==> src/rtl/layer4_feature_packer_pkg.sv <==
// Shared Layer4 definitions: feature/beat geometry and the AXI-Stream beat type
// that crosses from the Layer3 feature stage into the Layer4 SVM.
package layer4_feature_packer_pkg;

  localparam int L4_FEAT_W = 16;
  localparam int L4_LANES  = 8;
  localparam int L4_BEAT_W = L4_FEAT_W * L4_LANES;

  typedef struct packed {
    logic [L4_BEAT_W-1:0] tdata;
    logic                 tlast;
  } axis_beat_t;

endpackage

==> src/rtl/layer4_feature_packer.sv <==
// Packs a stream of FEAT_W features into LANES-wide beats, closing each image on
// feat_TLAST or on the N_FEAT count and flagging any disagreement between them.
module layer4_feature_packer
  import layer4_feature_packer_pkg::*;
#(
  parameter int FEAT_W = L4_FEAT_W,
  parameter int LANES  = L4_LANES,
  parameter int N_FEAT = 256
) (
  input  logic                      ap_clk,
  input  logic                      ap_rst,
  input  logic [FEAT_W-1:0]         feat_TDATA,
  input  logic                      feat_TVALID,
  input  logic                      feat_TLAST,
  output logic                      feat_TREADY,
  output logic [LANES*FEAT_W-1:0]   a_Data_TDATA,
  output logic                      a_Data_TVALID,
  output logic                      a_Data_TLAST,
  input  logic                      a_Data_TREADY,
  output logic                      frame_err
);

  localparam int LW = (LANES > 1) ? $clog2(LANES) : 1;
  localparam int CW = (N_FEAT > 1) ? $clog2(N_FEAT) : 1;
  localparam logic [LW-1:0] LANE_LAST = LW'(LANES - 1);
  localparam logic [CW-1:0] CNT_LAST  = CW'(N_FEAT - 1);

  logic [LW-1:0]                  r_lane;
  logic [CW-1:0]                  r_cnt;
  logic [LANES-1:0][FEAT_W-1:0]   r_asm;
  axis_beat_t                     r_out;
  logic                           r_vld;
  logic                           r_err;

  logic                           w_at_end;
  logic                           w_close;
  logic                           w_complete;
  logic                           w_ready;
  logic                           w_hs;
  logic [LANES-1:0][FEAT_W-1:0]   w_beat;

  assign w_at_end   = (r_cnt == CNT_LAST);
  assign w_close    = w_at_end || feat_TLAST;
  assign w_complete = (r_lane == LANE_LAST) || w_close;
  // Only a completing feature needs the output register; it may reuse it in the
  // same cycle the current beat drains.
  assign w_ready    = !ap_rst && (!w_complete || !r_vld || a_Data_TREADY);
  assign w_hs       = feat_TVALID && w_ready;

  // Lanes above r_lane are already zero because r_asm is cleared on every close,
  // so an early close pads with zeros for free.
  for (genvar k = 0; k < LANES; k++) begin : g_lane
    assign w_beat[k] = (r_lane == LW'(k)) ? feat_TDATA : r_asm[k];
  end

  always_ff @(posedge ap_clk or posedge ap_rst) begin
    if (ap_rst) begin
      r_lane <= '0;
      r_cnt  <= '0;
      r_asm  <= '0;
      r_out  <= '0;
      r_vld  <= 1'b0;
      r_err  <= 1'b0;
    end else begin
      if (w_hs && w_complete) begin
        r_lane      <= '0;
        r_asm       <= '0;
        r_cnt       <= w_close ? '0 : r_cnt + CW'(1);
        r_out.tdata <= w_beat;
        r_out.tlast <= w_close;
        r_vld       <= 1'b1;
        if (w_at_end != feat_TLAST) r_err <= 1'b1;
      end else begin
        if (w_hs) begin
          r_asm[r_lane] <= feat_TDATA;
          r_lane        <= r_lane + LW'(1);
          r_cnt         <= r_cnt + CW'(1);
        end
        if (a_Data_TREADY) r_vld <= 1'b0;
      end
    end
  end

  assign feat_TREADY   = w_ready;
  assign a_Data_TDATA  = r_out.tdata;
  assign a_Data_TLAST  = r_out.tlast;
  assign a_Data_TVALID = r_vld;
  assign frame_err     = r_err;

endmodule

==> config.mk <==
export PLATFORM = sky130hd
export DESIGN_NAME = layer4_feature_packer
export DESIGN_NICKNAME = d
export VERILOG_FILES = /design/src/rtl/layer4_feature_packer_pkg.sv /design/src/rtl/layer4_feature_packer.sv
export SDC_FILE = /design/constraint.sdc
export NUM_CORES = 1
export LEC_CHECK = 0
export ABC_AREA = 1
export CAP_MARGIN = 20
export CORE_MARGIN = 5
export CORE_UTILIZATION = 45
export DETAILED_ROUTE_END_ITERATION = 10
export GPL_TIMING_DRIVEN = 0
export PLACE_DENSITY_LB_ADDON = 0.2
export SLEW_MARGIN = 20
export SYNTH_ARGS = -nofsm -noshare
export SYNTH_HDL_FRONTEND = slang
export SYNTH_SLANG_ARGS = --single-unit
==> constraint.sdc <==
create_clock -name ap_clk -period 11.9 [get_ports ap_clk]
set_clock_uncertainty 0.1 [all_clocks]
set_input_delay 2.38 -clock ap_clk [delete_from_list [all_inputs] [get_ports ap_clk]]
set_output_delay 2.38 -clock ap_clk [all_outputs]
set_load 0.005 [all_outputs]
==> Implementation_results.wiki <==
{| class="wikitable"
! Metric !! Value
|-
| Status || finished clean
|-
| Core Footprint || 25200 sq um
|-
| Maximum operating frequency || 134 MHz
|-
| Launch point of the worst hold path || a_Data_TLAST
|-
| Clk Tree Root Cell || clkbuf_16
|-
| Area added between synthesis and finish || 25.5%
|-
| Share of cells above drive strength 1 || 9.15%
|-
| H-tree depth || 1
|-
| Layout Cell Area excl Fill || 14400 sq um
|-
| Kind of end point of the critical path || output pin
|-
| GRT Residual Overflow || 0
|-
| Mean cell area of the mapped netlist || 9.12 sq um
|-
| Number of post-CTS setup repair buffers || 0
|-
| Startpoint kind of the worst setup timing path || input pin
|-
| Clock-pin transition on the worst setup and hold timing paths || 60 ps
|-
| Overall power || 2.84 mW
|-
| IO Count || 153
|-
| Largest net degree at the start of global routing || 104
|-
| Terminating pin of the worst hold path || a_Data_TLAST
|-
| Worst hold-check path type || reg -> reg
|-
| Number of nets in the finished design || 1474
|-
| Number of rows created at floorplan || 58
|-
| Number of vias in the routed layout || 9953
|-
| Max capacitance violation total || 0
|-
| Number of warnings printed during yosys synthesis || 0
|-
| Placer Congestion || 0.854
|-
| Number of fillers in the final layout || 2226
|-
| Number of instances in the synthesized netlist || 1261
|-
| Max transition margin || 52.0%
|-
| Initial antenna violation count || 0
|-
| Peak fanout along the critical path || 103
|-
| Post-CTS Resized || 0
|-
| Area occupied by registers || 6760 sq um
|-
| Maximum buffer depth of the clock tree || 3
|-
| Hold-fix buffers, CTS || 0
|-
| Clock period minus final worst setup slack || 7450 ps
|-
| Count of pins over their slew limit || 0
|-
| Depth of the most critical reg-to-reg path || 11
|-
| DR DRC count || 0
|-
| Transition time at the pin with the least slew margin || 719 ps
|-
| Overall die width || 170 um
|-
| Clock sink total || 270
|-
| Area contributors post-synth || dfrtp_1, nand2_1, o21ai_0
|-
| Iter 0 DRT Violations || 1249
|-
| Arrival time reported for the critical path endpoint || 4970 ps
|-
| Post-placement cell area || 13500 sq um
|-
| Number of hold-slack violations in the final timing report || 0
|-
| Nets in the synthesized netlist || 1290
|-
| Final setup margin || 4450 ps
|-
| Critical path type || in -> out
|-
| Ant diodes || 0
|-
| Count of buffers inserted at the top-level ports || 152
|-
| Final number of setup-violating endpoints || 0
|-
| Multi-input logic area || 4150 sq um
|-
| Hold path cells || 2
|-
| Area of the die || 28900 sq um
|-
| Vertical die dimension || 170 um
|-
| Top FF cell, synth || dfrtp_1
|-
| Async set-or-reset flop fraction in the synthesized netlist || 100%
|-
| Worst IR Drop VDD || 0.0932 mV
|-
| Count of cell types in the netlist || 33
|-
| R2R setup slack || 8940 ps
|-
| Avg Vias per Cell || 5.54
|-
| Post-synthesis cell type with the largest combined area || dfrtp_1
|-
| Global-route wire length before repair || 55900 um
|-
| CTS tree || done
|-
| Startpoint of the worst-slack reg-to-reg timing path || r_cnt[0]
|-
| Via count of the first global-routing pass || 9559
|-
| Worst reg2reg path endpoint || r_asm[72]
|-
| Total routing resource utilization after global routing || 25.1%
|-
| Final core utilization || 57.3%
|-
| Wire length after detailed routing || 36700 um
|-
| Instance count after placement with tap cells included || 1745
|-
| Number of clock buffers inserted by TritonCTS || 28
|-
| Post-Place Worst Slack || 4380 ps
|-
| Part of the Yosys area used for sequential elements || 58.7%
|-
| Leakage power || 6.32 nW
|-
| Yosys top cell area share || 58.7%
|-
| Detailed-placement wirelength estimate || 24000 um
|-
| CP Data Required Time || 9420 ps
|-
| Cell Area, Synth || 11500 sq um
|-
| Number of flops mapped to enable cells by yosys || 0
|-
| First-pass detailed-route iteration total || 6
|-
| Final Cycle Share || 62.6%
|-
| RSZ-0062 raised after global routing || no
|-
| DR WL/cell || 20.5 um
|-
| Starting density of the core || 45.7%
|-
| Yosys reg bits || 270
|-
| Count of antenna-violating nets left after detailed routing || 0
|-
| PwrDens || 197 nW/um^2
|-
| Fin cells || 1795
|-
| Clock latency reported for the late side of the worst-skew pair || 550 ps
|}
cell usage in the layout, fill, tap and decap left out, types with 2 or more instances in the layout:
master / n
bufinv_16: 2
inv_1: 31
buf_2: 30
buf_1: 6
buf_16: 2
buf_6: 7
clkinv_2: 4
inv_4: 2
dfrtp_1: 270
o21ai_0: 239
nand2_1: 326
a21oi_1: 101
o21ai_4: 6
ha_1: 8
clkbuf_8: 7
inv_2: 7
clkdlybuf4s50_1: 152
o2111ai_1: 2
buf_4: 11
clkbuf_1: 27
nand2_2: 3
nand3_1: 5
nor3_4: 5
nand2_4: 11
nor2_1: 104
clkbuf_16: 29
o21ai_1: 55
cells in the mapped netlist (2+ instances only):
cell,instances
a21oi_1,101
nand2_1,326
o21ai_1,55
nor3_4,5
nor2_1,104
o21ai_4,6
clkbuf_1,19
o21ai_0,239
ha_1,8
nand2_2,3
nand2_4,11
buf_2,30
buf_1,6
inv_2,7
inv_4,2
inv_1,32
o2111ai_1,2
dfrtp_1,270
buf_4,11
buf_6,7
nand3_1,5
critical path: stages:
cell             delay [ps]
clkdlybuf4s50_1         490
inv_8                   450
buf_16                  400
buf_16                  410
nand2_1                 100
inv_1                    70
clkdlybuf4s50_1         500
report_power, final:
part / internal [mW] / switching (mW)
clock: 0.531 / 0.359
combinational: 0.340 / 0.408
sequential: 1.09 / 0.109
sequential cells by signal (all words and copies together), names as in the netlist:
register and count:
a_Data_TDATA 128, r_asm 128, r_cnt 8, r_lane 3
a_Data_TLAST 1, a_Data_TVALID 1, frame_err 1
kinds of logic (layout without fill, tap and decap cells):
| logic type | count (synthesis) | count (layout) | synth area share, % |
|---|---|---|---|
| buffers and inverters | 116 | 320 | 5.21 |
| flip-flops | 270 | 270 | 58.7 |
| XOR/XNOR | 1 | 1 | 0.0762 |
| AO/OA/AOI/OAI | 406 | 406 | 18.4 |
| adder cells (fa/ha/maj) | 8 | 8 | 0.870 |
| AND/OR/NAND/NOR | 460 | 460 | 16.7 |
per-stage QoR:
step	hold WS, ps	setup TNS (ps)
after floorplan	348	0
after global placement	353	-571460
after detailed placement	362	0
after CTS	383	0
after global routing	401	0
final	382	0
routing by layer:
layer	vias up	part of all wire, %	routed length (um)	track usage, %
met5	-	0	0	0
met4	0	3.2	1160	7.70
met3	99	9.8	3580	5.13
met2	478	45	16500	38.4
met1	4823	42	15400	36.5
li1	4553	-	-	-
final cells by class:
type | instances | share of cell area (%)
sequential | 270 | 46.8
multi-input combinational | 875 | 28.7
timing repair buffer | 154 | 10.9
clock buffer | 44 | 5.90
buffer | 75 | 3.05
tap | 330 | 2.86
inverter | 41 | 1.15
clock inverter | 6 | 0.555
worst max-delay path by stage:
stage | endpoint | depth (start not counted) | slack, ps | startpoint
2_1_floorplan | feat_TREADY | 3 | 1090 | ap_rst
3_3_place_gp | feat_TREADY | 5 | -2080 | ap_rst
3_5_place_dp | feat_TREADY | 7 | 4380 | ap_rst
4_1_cts | feat_TREADY | 7 | 4370 | ap_rst
5_1_grt | feat_TREADY | 7 | 4080 | ap_rst
6_report | feat_TREADY | 7 | 4450 | ap_rst
Power figures use the tool's default switching activity.
